`config.mk`:
```
export PLATFORM = sky130hd
export DESIGN_NAME = id_issue_ctrl
export DESIGN_NICKNAME = d
export VERILOG_FILES = /design/src/rtl/id_issue_ctrl_pkg.sv /design/src/rtl/id_hazard_detect.sv /design/src/rtl/id_issue_ctrl.sv
export SDC_FILE = /design/constraint.sdc
export NUM_CORES = 1
export LEC_CHECK = 0
export BUFFER_PORTS_ARGS = -buffer_cell sky130_fd_sc_hd__buf_4
export CELL_PAD_IN_SITES_DETAIL_PLACEMENT = 1
export CELL_PAD_IN_SITES_GLOBAL_PLACEMENT = 1
export CORE_MARGIN = 1
export CORE_UTILIZATION = 40
export CTS_CLUSTER_SIZE = 16
export DETAILED_ROUTE_END_ITERATION = 6
export PLACE_DENSITY = 0.76
export SLEW_MARGIN = 20
export SYNTH_ARGS = -nofsm -noshare
export SYNTH_HDL_FRONTEND = slang
export SYNTH_HIERARCHICAL = 1
export SYNTH_SLANG_ARGS = --single-unit
```
`constraint.sdc`:
```
create_clock -name clk -period 3.83 [get_ports clk]
set_input_delay 0.5745 -clock clk [delete_from_list [all_inputs] [get_ports clk]]
set_output_delay 0.5745 -clock clk [all_outputs]
set_load 0.05 [all_outputs]
```
`src/rtl/id_issue_ctrl_pkg.sv`:
```
// Shared types for the ID-stage issue controller: FSM states, shadow scoreboard entry,
// and the destination-match helper used by the hazard detector.
package id_issue_ctrl_pkg;

  localparam int REG_W = 5;

  typedef enum logic [1:0] {
    ST_RUN    = 2'd0,
    ST_DRAIN  = 2'd1,
    ST_HALTED = 2'd2
  } state_e;

  typedef struct packed {
    logic             v;
    logic [REG_W-1:0] rd;
    logic             rw;
    logic             mr;
  } shadow_t;

  // x0 is hardwired to zero, so a write to it can never create a dependency.
  function automatic logic entry_match(shadow_t e, logic [REG_W-1:0] rs);
    return e.v && e.rw && (e.rd != '0) && (e.rd == rs);
  endfunction

endpackage

```
`src/rtl/id_hazard_detect.sv`:
```
// Combinational RAW hazard detection against the EX/MEM/WB shadow entries.
module id_hazard_detect
  import id_issue_ctrl_pkg::*;
#(
  parameter bit FORWARDING = 1'b1,
  parameter bit WB_BYPASS  = 1'b1
) (
  input  shadow_t          i_ex,
  input  shadow_t          i_mem,
  input  shadow_t          i_wb,
  input  logic [REG_W-1:0] i_rs1,
  input  logic [REG_W-1:0] i_rs2,
  input  logic             i_use_rs1,
  input  logic             i_use_rs2,
  output logic             o_hz
);

  logic w_ex_hit;
  logic w_mem_hit;
  logic w_wb_hit;

  assign w_ex_hit  = (i_use_rs1 && entry_match(i_ex,  i_rs1)) || (i_use_rs2 && entry_match(i_ex,  i_rs2));
  assign w_mem_hit = (i_use_rs1 && entry_match(i_mem, i_rs1)) || (i_use_rs2 && entry_match(i_mem, i_rs2));
  assign w_wb_hit  = (i_use_rs1 && entry_match(i_wb,  i_rs1)) || (i_use_rs2 && entry_match(i_wb,  i_rs2));

  // With forwarding only a load in EX cannot be bypassed in time.
  always_comb begin
    if (FORWARDING) o_hz = w_ex_hit && i_ex.mr;
    else            o_hz = w_ex_hit || w_mem_hit || (w_wb_hit && !WB_BYPASS);
  end

endmodule

```
`src/rtl/id_issue_ctrl.sv`:
```
// ID-stage issue/hazard controller: shadow scoreboard, RAW stall, branch squash,
// halt/drain handshake and saturating stall/flush counters.
module id_issue_ctrl
  import id_issue_ctrl_pkg::*;
#(
  parameter bit FORWARDING = 1'b1,
  parameter bit WB_BYPASS  = 1'b1,
  parameter int CNT_W      = 32
) (
  input  logic             clk,
  input  logic             reset,
  input  logic             valid_ID,
  input  logic [REG_W-1:0] RS1_ID,
  input  logic [REG_W-1:0] RS2_ID,
  input  logic             use_rs1,
  input  logic             use_rs2,
  input  logic [REG_W-1:0] RD_ID,
  input  logic             RegWrite_ID,
  input  logic             MemRead_ID,
  input  logic             taken_EX,
  input  logic             halt_req,
  output logic             PCWrite,
  output logic             IF_ID_Write,
  output logic             IF_ID_Flush,
  output logic             ID_EX_Bubble,
  output logic             halt_ack,
  output logic [CNT_W-1:0] stall_cnt,
  output logic [CNT_W-1:0] flush_cnt
);

  state_e     r_state;
  state_e     w_state_nxt;
  shadow_t    r_ex, r_mem, r_wb;
  shadow_t    w_ex_nxt;
  logic       w_hz, w_stall, w_issue;
  logic [CNT_W-1:0] r_stall_cnt, r_flush_cnt;

  id_hazard_detect #(
    .FORWARDING (FORWARDING),
    .WB_BYPASS  (WB_BYPASS)
  ) u_hazard (
    .i_ex      (r_ex),
    .i_mem     (r_mem),
    .i_wb      (r_wb),
    .i_rs1     (RS1_ID),
    .i_rs2     (RS2_ID),
    .i_use_rs1 (use_rs1),
    .i_use_rs2 (use_rs2),
    .o_hz      (w_hz)
  );

  assign w_stall = valid_ID && w_hz && !taken_EX;
  assign w_issue = (r_state == ST_RUN) && valid_ID && !w_stall && !taken_EX;

  always_comb begin
    w_ex_nxt = '0;
    if (w_issue) w_ex_nxt = '{v: 1'b1, rd: RD_ID, rw: RegWrite_ID, mr: MemRead_ID};
  end

  // NOTE: reset is synchronous, so it sits inside the clocked block and every register
  // (shadow included) is cleared explicitly; state uses non-blocking assignments only.
  always_ff @(posedge clk) begin
    if (reset) begin
      r_state <= ST_RUN;
      r_ex    <= '0;
      r_mem   <= '0;
      r_wb    <= '0;
    end else begin
      r_state <= w_state_nxt;
      r_ex    <= w_ex_nxt;
      r_mem   <= r_ex;
      r_wb    <= r_mem;
    end
  end

  // Drain completes once the shadow about to be loaded (ex_nxt, ex, mem) is empty.
  always_comb begin
    w_state_nxt = r_state;
    unique case (r_state)
      ST_RUN:    if (halt_req) w_state_nxt = ST_DRAIN;
      ST_DRAIN: begin
        if (!halt_req)                                  w_state_nxt = ST_RUN;
        else if (!(w_ex_nxt.v || r_ex.v || r_mem.v))    w_state_nxt = ST_HALTED;
      end
      ST_HALTED: if (!halt_req) w_state_nxt = ST_RUN;
      default:   w_state_nxt = ST_RUN;
    endcase
  end

  // NOTE: every output gets a default first so this block cannot infer a latch.
  always_comb begin
    PCWrite      = 1'b1;
    IF_ID_Write  = 1'b1;
    IF_ID_Flush  = 1'b0;
    ID_EX_Bubble = 1'b0;
    halt_ack     = 1'b0;
    if (reset) begin
      PCWrite      = 1'b0;
      IF_ID_Write  = 1'b0;
      IF_ID_Flush  = 1'b1;
      ID_EX_Bubble = 1'b1;
    end else begin
      halt_ack = (r_state == ST_HALTED);
      if (taken_EX) begin
        IF_ID_Flush  = 1'b1;
        ID_EX_Bubble = 1'b1;
      end else if (w_stall || (r_state != ST_RUN)) begin
        PCWrite      = 1'b0;
        IF_ID_Write  = 1'b0;
        ID_EX_Bubble = 1'b1;
      end
    end
  end

  always_ff @(posedge clk) begin
    if (reset) begin
      r_stall_cnt <= '0;
      r_flush_cnt <= '0;
    end else begin
      if (w_stall && (r_stall_cnt != '1)) r_stall_cnt <= r_stall_cnt + 1'b1;
      if (taken_EX && (r_flush_cnt != '1)) r_flush_cnt <= r_flush_cnt + 1'b1;
    end
  end

  assign stall_cnt = r_stall_cnt;
  assign flush_cnt = r_flush_cnt;

endmodule
```
; ---- Word-level counts from Yosys, hierarchy flattened
; Cells that the tools add are included.
[totals]
input_bits = 24
regBits = 75
[op_classes]
n_bitwise = 1
n_eq_ne = 9
n_addsub = 2
n_mux = 15
reduce_logical = 25
[op_table]
columns = cell, n
row1 = $add 32x1->32 const B, 2
row2 = $ne 32x32->1 const B, 2
row3 = $logic_and 1x1->1, 14
row4 = $eq 5x5->1, 2
row5 = $mux 1, 9
row6 = $mux 2, 4
row7 = $mux 8, 1
row8 = $pmux 2 s3, 1
row9 = $reduce_bool 5->1, 1
row10 = $logic_or 1x1->1, 4
row11 = $ne 2x2->1 const B, 2
row12 = $ne 3x3->1 const B, 1
row13 = $reduce_and 3->1, 1
row14 = $eq 2x1->1 const B, 1
row15 = $eq 2x2->1 const B, 1
row16 = $logic_not 1->1, 2
row17 = $logic_not 2->1, 1
row18 = $reduce_bool 2->1, 1
row19 = $reduce_or 2->1, 1
row20 = $not 1->1, 1

; ---- Depth between registers and ports, before layout
; Gate-level depths: netlist (run 1).
[logic_depth]
word_depth = 17
ltp_mapped = 10
ltp_nobuf = 9

; ---- By module
; Netlist (run 1), hierarchy kept.
[by_module_without_submodules]
columns = module, cells_per_inst, area_each_um2, instances, seq_area_each_um2
row1 = id_issue_ctrl, 459, 4005.1, 1, 1801.7
row2 = id_hazard_detect, 17, 131.4, 1, 0.0

; ---- Worst setup path before layout (run 1)
; OpenSTA, ideal clock, no wires.
[synth_timing]
kind = flip-flop to output port
startpoint = reg r_ex[5] in the netlist's numbering
endpoint = out PCWrite
arrival_ns = 2.813
path_slack_ns = 0.442
path_stages_with_launch = 8
required_time_ns = 3.256
cell_sequence = dfxtp_1 -> or4_1 -> o2111ai_1 -> a21oi_1 -> and3b_2 -> or3_1 -> a21oi_1 -> buf_4
[synth_between]
elab_chain_cells = 12
[synth_lines]
columns = item, line
row1 = start: declaration, id_issue_ctrl.sv:33  ; shadow_t r_ex, r_mem, r_wb;
row2 = start signal: assignment, id_issue_ctrl.sv:70  ; r_ex <= w_ex_nxt;
row3 = $reduce_bool 5->1, id_issue_ctrl_pkg.sv:22  ; return e.v && e.rw && (e.rd != '0) && (e.rd == rs);
row4 = $logic_and 1x1->1 (2 in a row), id_issue_ctrl_pkg.sv:22
row5 = $logic_and 1x1->1, id_hazard_detect.sv:22  ; assign w_ex_hit = (i_use_rs1 && entry_match(i_ex, i_rs1)) || (i_use_rs2 && entry_match(i_ex, i_rs2));
row6 = $logic_or 1x1->1 (*), id_hazard_detect.sv:22
row7 = $logic_and 1x1->1 (*), id_hazard_detect.sv:28  ; if (FORWARDING) o_hz = w_ex_hit && i_ex.mr;
row8 = named net w_hz, id_issue_ctrl.sv:35  ; logic w_hz, w_stall, w_issue;
row9 = $logic_and 1x1->1 (*) (2 in a row), id_issue_ctrl.sv:52  ; assign w_stall = valid_ID && w_hz && !taken_EX;
row10 = $logic_or 1x1->1 (*), id_issue_ctrl.sv:107  ; end else if (w_stall || (r_state != ST_RUN)) begin
row11 = $mux 1 (*) (3 in a row), -
row12 = end: declaration, id_issue_ctrl.sv:22  ; output logic PCWrite,
; The timed path passes the listed nets; every way through them passes the cells marked *.

; ---- Final worst setup path (run 1)
[layout_timing]
startpoint = reg r_ex[5] in the netlist's numbering
endpoint = out ID_EX_Bubble
[layout_between]
elab_chain_cells = 12
[layout_lines]
columns = item, line
row1 = $reduce_bool 5->1, id_issue_ctrl_pkg.sv:22
row2 = $logic_and 1x1->1 (2 in a row), id_issue_ctrl_pkg.sv:22
row3 = $logic_and 1x1->1, id_hazard_detect.sv:22
row4 = $logic_or 1x1->1 (*), id_hazard_detect.sv:22
row5 = $logic_and 1x1->1 (*), id_hazard_detect.sv:28
row6 = named net w_hz, id_issue_ctrl.sv:35
row7 = $logic_and 1x1->1 (*) (2 in a row), id_issue_ctrl.sv:52
row8 = $logic_or 1x1->1 (*), id_issue_ctrl.sv:107
row9 = $mux 1 (*), id_issue_ctrl.sv:107
row10 = $mux 1 (*), id_issue_ctrl.sv:104  ; if (taken_EX) begin
row11 = $mux 1 (*), id_issue_ctrl.sv:97  ; if (reset) begin
row12 = end: declaration, id_issue_ctrl.sv:25  ; output logic ID_EX_Bubble,
; Marked as above.

==> impl_metrics.csv, run 1 <==
group,metric,value,unit
grt,antenna_found_initial,0,
grt,first_global_vias,3564,
detailed_routing,vias,3710,
grt,grt_overflow,0,
setup_path,endpoint_kind,"output port",
timing,skew,0.0105,ns
clock_tree,cts.clk_slew.worst_paths,0.08,ns
power_and_ir_drop,p_per_area,356,mW/mm^2
floorplanning,die-width,98.7,um
timing,hold_viol,0,
run,maxCapViolCount,0,
clock_tree,clockBufferDepth,2,
power_and_ir_drop,vdd_drop_max,0.168,mV
detailed_routing,dr.pass1.iters,4,
cells_and_area,n_antenna_cell,0,
clock_tree,ctsResizeCount,0,
timing,grt_setup_unrepaired,"false",
setup_path,worstPathRequired,3.26,ns
setup_path,worstPathMaxFanout,4,
setup_path,arrival,2.62,ns
setup_path,worst-r2r-cell-count,9,
cells_and_area,final_cell_mix,"buf_4, dfxtp_1, a21oi_1, nor2_1",
setup_path,startpoint_type,"flop",
floorplanning,io_pins,93,
timing,fin_tns_setup,0,ns
detailed_routing,drtIter0Drc,88,
timing,hold_slack,0.419,ns
setup_path,r2r_slack,0.89,ns
placement,routabilityCongestion,0.768,
worst_hold_path,whs_endpoint,"r_ex[4]",
detailed_routing,route.detailed.drc,0,
timing,tightest_slew,0.899,ns
clock_tree,cts.sinks,75,
grt,grt_pass1_wl,17800,um
detailed_routing,ant_nets,0,
worst_hold_path,hold_depth,2,
clock_tree,postCtsHoldBufs,0,
timing,timing.fmax,313,MHz
power_and_ir_drop,power,0.00170,W
setup_path,crit_type,"flop to output port",
yosys,postSynthAreaPerCell,8.39,sq um
clock_tree,cts_max_level,3,
yosys,syn_inst,446,
worst_hold_path,hold_class,"primary input to flop",
clock_tree,insertion_delay,0.36,ns
grt,grt_max_degree,78,
detailed_routing,vias_per_cell,5.76,
floorplanning,core-area,0.00889,sq mm
cells_and_area,num-nets-final,558,
detailed_routing,wl_per_cell,16.3,um
cells_and_area,layout-drive-gt1-share,23.7,%
placement,portBuffers,92,
setup_path,r2r_end,"stall_cnt[29]",
cells_and_area,mostFrequentLayoutCell,"buf_4",
detailed_routing,wl,10500,um
yosys,netlist_area,0.00374,sq mm
floorplanning,dieArea,0.00975,sq mm
yosys,ys.warnings.count,6,
floorplanning,initial_utilization,42.1,%
setup_path,reg2reg_from,"r_ex[2]",
timing,relSlewSlack,39.5,%
cells_and_area,area_delta_synth_final,27.2,%
clock_tree,cts_tree,"yes",
timing,maxSlewViolCount,0,
placement,dp_hpwl,7510,um
power_and_ir_drop,leakage,1.76,nW
yosys,synth_nets,472,
run_status,status,"finished, final reports clean",
grt,track_usage,22.6,%
worst_hold_path,worstHoldStart,"RD_ID[2]",
timing,fin_crit,3.20,ns
floorplanning,rows,34,
clock_tree,clock-root-buffer,"clkbuf_8",
timing,finalSetupViolCount,0,
timing,fin_crit_sh,83.4,%
clock_tree,cts_made_buffers,9,
floorplanning,die_y,98.7,um
clock_tree,post_cts_buffers,0,
-- worst max-delay path by stage --
stage | start | end | cells after the start
detailed placement | RS2_ID[0] | stall_cnt[28] | 10
global placement | RS2_ID[0] | stall_cnt[31] | 10
CTS | r_ex[5] | ID_EX_Bubble | 7
finish | r_ex[5] | ID_EX_Bubble | 7
floorplan | r_ex[5] | PCWrite | 7
global route | r_ex[5] | PCWrite | 7
-- where the power goes --
part | internal, W | leakage, nW | switching, W
Combinational | 0.0000346 | 1.03 | 0.0000529
Sequential | 0.000785 | 0.605 | 0.00000625
Clock | 0.000499 | 0.130 | 0.000320
-- registers in the layout, summed over array words and instances (netlist names) --
| name | count |
|---|---|
| flush_cnt | 32 |
| stall_cnt | 32 |
| r_ex | 8 |
| r_state | 2 |
| r_mem | 1 |
-- cell type report --
class	count	area, sq um
fill	1082	4130
inverter	5	18.8
sequential	75	1500
tap	108	135
clock inverter	6	138
timing repair buffer	93	698
multi-input combinational	348	2150
clock buffer	9	124
-- worst max-delay path: stages, from the launching register on --
cell	delay (ns)
dfxtp_1	0.34
or4_1	0.54
o2111ai_1	0.19
a21oi_1	0.11
and3b_2	0.26
or3_1	0.33
or2_2	0.30
buf_4	0.19
-- routing by layer --
metal / track usage [%] / up-vias / part of all wire [%]
met3: 3.83 / 6 / 3.8
met5: 0 / - / 0
li1: - / 1819 / -
met4: 6.08 / 0 / 0.62
met2: 37.1 / 76 / 48
met1: 30.7 / 1809 / 48
-- through the flow --
step	cells	util (%)	instance area, sq um	worst slack, ns
floorplan	446	-	3740	0.449
global placement	629	50.6	4500	0.630
detailed placement	629	50.6	4500	0.544
CTS	644	53.6	4760	0.618
global route	644	53.6	4760	0.495
finish	644	53.6	4760	0.634
Note: power is estimated with default switching activity, not from simulation.
==> run 2: changes to the inputs <==
--- a/config.mk
+++ b/config.mk
@@ -5,14 +5,15 @@
 export SDC_FILE = /design/constraint.sdc
 export NUM_CORES = 1
 export LEC_CHECK = 0
+export ABC_AREA = 1
 export BUFFER_PORTS_ARGS = -buffer_cell sky130_fd_sc_hd__buf_4
 export CELL_PAD_IN_SITES_DETAIL_PLACEMENT = 1
 export CELL_PAD_IN_SITES_GLOBAL_PLACEMENT = 1
 export CORE_MARGIN = 1
-export CORE_UTILIZATION = 40
+export CORE_UTILIZATION = 39
 export CTS_CLUSTER_SIZE = 16
 export DETAILED_ROUTE_END_ITERATION = 6
-export PLACE_DENSITY = 0.76
+export PLACE_DENSITY = 0.77
 export SLEW_MARGIN = 20
 export SYNTH_ARGS = -nofsm -noshare
 export SYNTH_HDL_FRONTEND = slang
==> constraint.sdc (replaced) <==
create_clock -name clk -period 3.1 [get_ports clk]
set_input_delay 0.465 -clock clk [delete_from_list [all_inputs] [get_ports clk]]
set_output_delay 0.465 -clock clk [all_outputs]
set_load 0.05 [all_outputs]
==> impl_metrics.csv, run 2 <==
group,metric,value,unit
power_and_ir_drop,vdd_drop_max,0.214,mV
timing,fin_crit_sh,77.2,%
clock_tree,post_cts_buffers,0,
setup_path,crit_chain,"inv_2 -> nand2_1 -> nand2_1 -> nor2_1 -> nand3_1 -> a21oi_2 -> nand3_1 -> inv_1 -> nand2_4 -> inv_2 -> nand2_1 -> a21oi_1",
detailed_routing,ant_nets,0,
yosys,postSynthAreaPerCell,6.09,sq um
power_and_ir_drop,power,0.00218,W
detailed_routing,drtIter0Drc,242,
setup_path,r2r_slack,0.71,ns
clock_tree,cts_tree,"yes",
floorplanning,io_pins,93,
grt,grt_max_degree,44,
floorplanning,initial_utilization,40.4,%
yosys,synth_nets,829,
floorplanning,die-width,114,um
run,maxCapViolCount,0,
grt,first_global_vias,5446,
setup_path,crit_type,"flop to flop",
detailed_routing,wl_per_cell,14.9,um
power_and_ir_drop,p_per_area,367,mW/mm^2
timing,timing.fmax,418,MHz
clock_tree,insertion_delay,0.34,ns
run_status,status,"finished, final reports clean",
yosys,syn_inst,803,
timing,tightest_slew,0.651,ns
grt,track_usage,25.3,%
clock_tree,cts.sinks,75,
timing,maxSlewViolCount,0,
placement,portBuffers,92,
timing,fin_tns_setup,0,ns
floorplanning,rows,40,
cells_and_area,n_fill_cell,1703,
cells_and_area,layout-drive-gt1-share,18.5,%
detailed_routing,route.detailed.drc,0,
grt,antenna_found_initial,0,
timing,finalSetupViolCount,0,
floorplanning,die_y,114,um
power_and_ir_drop,leakage,2.39,nW
detailed_routing,wl,15700,um
setup_path,endpoint_kind,"flop",
yosys,netlist_area,0.00489,sq mm
grt,grt_pass1_wl,26000,um
placement,dp_hpwl,11900,um
timing,hold_viol,0,
timing,fin_crit,2.39,ns
cells_and_area,final_cell_mix,"nand2_1, nor2_1, buf_4, dfxtp_1, inv_1",
setup_path,arrival,2.66,ns
detailed_routing,vias,5247,
worst_hold_path,hold_class,"primary input to flop",
clock_tree,cts_made_buffers,9,
cells_and_area,mostFrequentLayoutCell,"nand2_1",
setup_path,worstPathRequired,3.37,ns
cells_and_area,area_delta_synth_final,21.4,%
setup_path,startpoint_type,"flop",
clock_tree,cts_max_level,3,
clock_tree,clockBufferDepth,2,
detailed_routing,dr.pass1.iters,4,
detailed_routing,vias_per_cell,4.95,
grt,grt_overflow,0,
timing,grt_setup_unrepaired,"false",
yosys,ys.warnings.count,6,
setup_path,cp_slowest_cell,"inv_2",
floorplanning,core-area,0.0121,sq mm
timing,relSlewSlack,56.6,%
floorplanning,dieArea,0.0130,sq mm
clock_tree,postCtsHoldBufs,0,
clock_tree,clock-root-buffer,"clkbuf_16",
setup_path,worstPathMaxFanout,30,
setup_path,crit_path_frequent_cell,"nand2_1",
cells_and_area,n_antenna_cell,0,
cells_and_area,num-nets-final,913,
placement,routabilityCongestion,0.856,
cells_and_area,fin_util,49.0,%
clock_tree,cts.clk_slew.worst_paths,0.06,ns
clock_tree,ctsResizeCount,0,
timing,skew,0.00961,ns
setup_path,cp_slowest_stage_delay,0.47,ns
## run 2: cell types whose count changed in the layout (fill, tap and decap cells not counted), sizes merged, moves of 12 or more
| cell | change |
|---|---|
| nand2 | +305 |
| nor2 | +113 |
| or4 | -12 |
| inv | +71 |
| nand3 | +13 |
| o21ai | -18 |
| a21oi | +16 |
| or3 | -28 |
## run 2: power by group
group | switching (W) | internal (W)
logic | 0.0000889 | 0.0000438
clock network | 0.000419 | 0.000646
registers | 0.00000845 | 0.000971
total | 0.000516 | 0.00166
## run 2: layer usage
metal / vias to the layer above / GRT usage (%) / part of all wire, %
met1: 2492 / 30.8 / 46
li1: 2641 / - / -
met3: 17 / 3.93 / 3.8
met4: 0 / 8.83 / 1.7
met5: - / 0 / 0
met2: 97 / 45.3 / 48
## run 2: cell type report
type                            instances  area, sq um  area share, %
Sequential cell                        75         1500           25.3
Inverter                               77          289           4.87
Clock buffer                           14          254           4.28
Clock inverter                          2         35.0          0.590
Tap cell                              168          210           3.54
Timing Repair Buffer                   94          706           11.9
Multi-Input combinational cell        630         2940           49.5
## run 2: worst max-delay path: cells and delay by family, from the launching register on
kind	cells	cell delay [ns]
buffers and inverters	3	0.75
AND/OR/NAND/NOR	7	0.84
flip-flops	1	0.40
AO/OA/AOI/OAI	2	0.32
## run 2: through the flow
step	instances	setup slack (ns)	hold slack [ns]	area, sq um
floorplan	803	0.561	0.417	4890
global placement	1044	0.663	0.448	5650
detailed placement	1044	0.539	0.449	5650
CTS	1060	0.668	0.343	5940
global route	1060	0.413	0.352	5940
finish	1060	0.706	0.346	5940
## run 2: worst paths after layout
kind | cells past startpoint | to | from
setup / recovery | 12 | stall_cnt[8] | r_ex[2]
hold / removal | 3 | r_ex[4] | RD_ID[2]
setup reg to reg | 12 | stall_cnt[8] | r_ex[2]
hold reg to reg | 2 | r_mem[7] | r_ex[7]
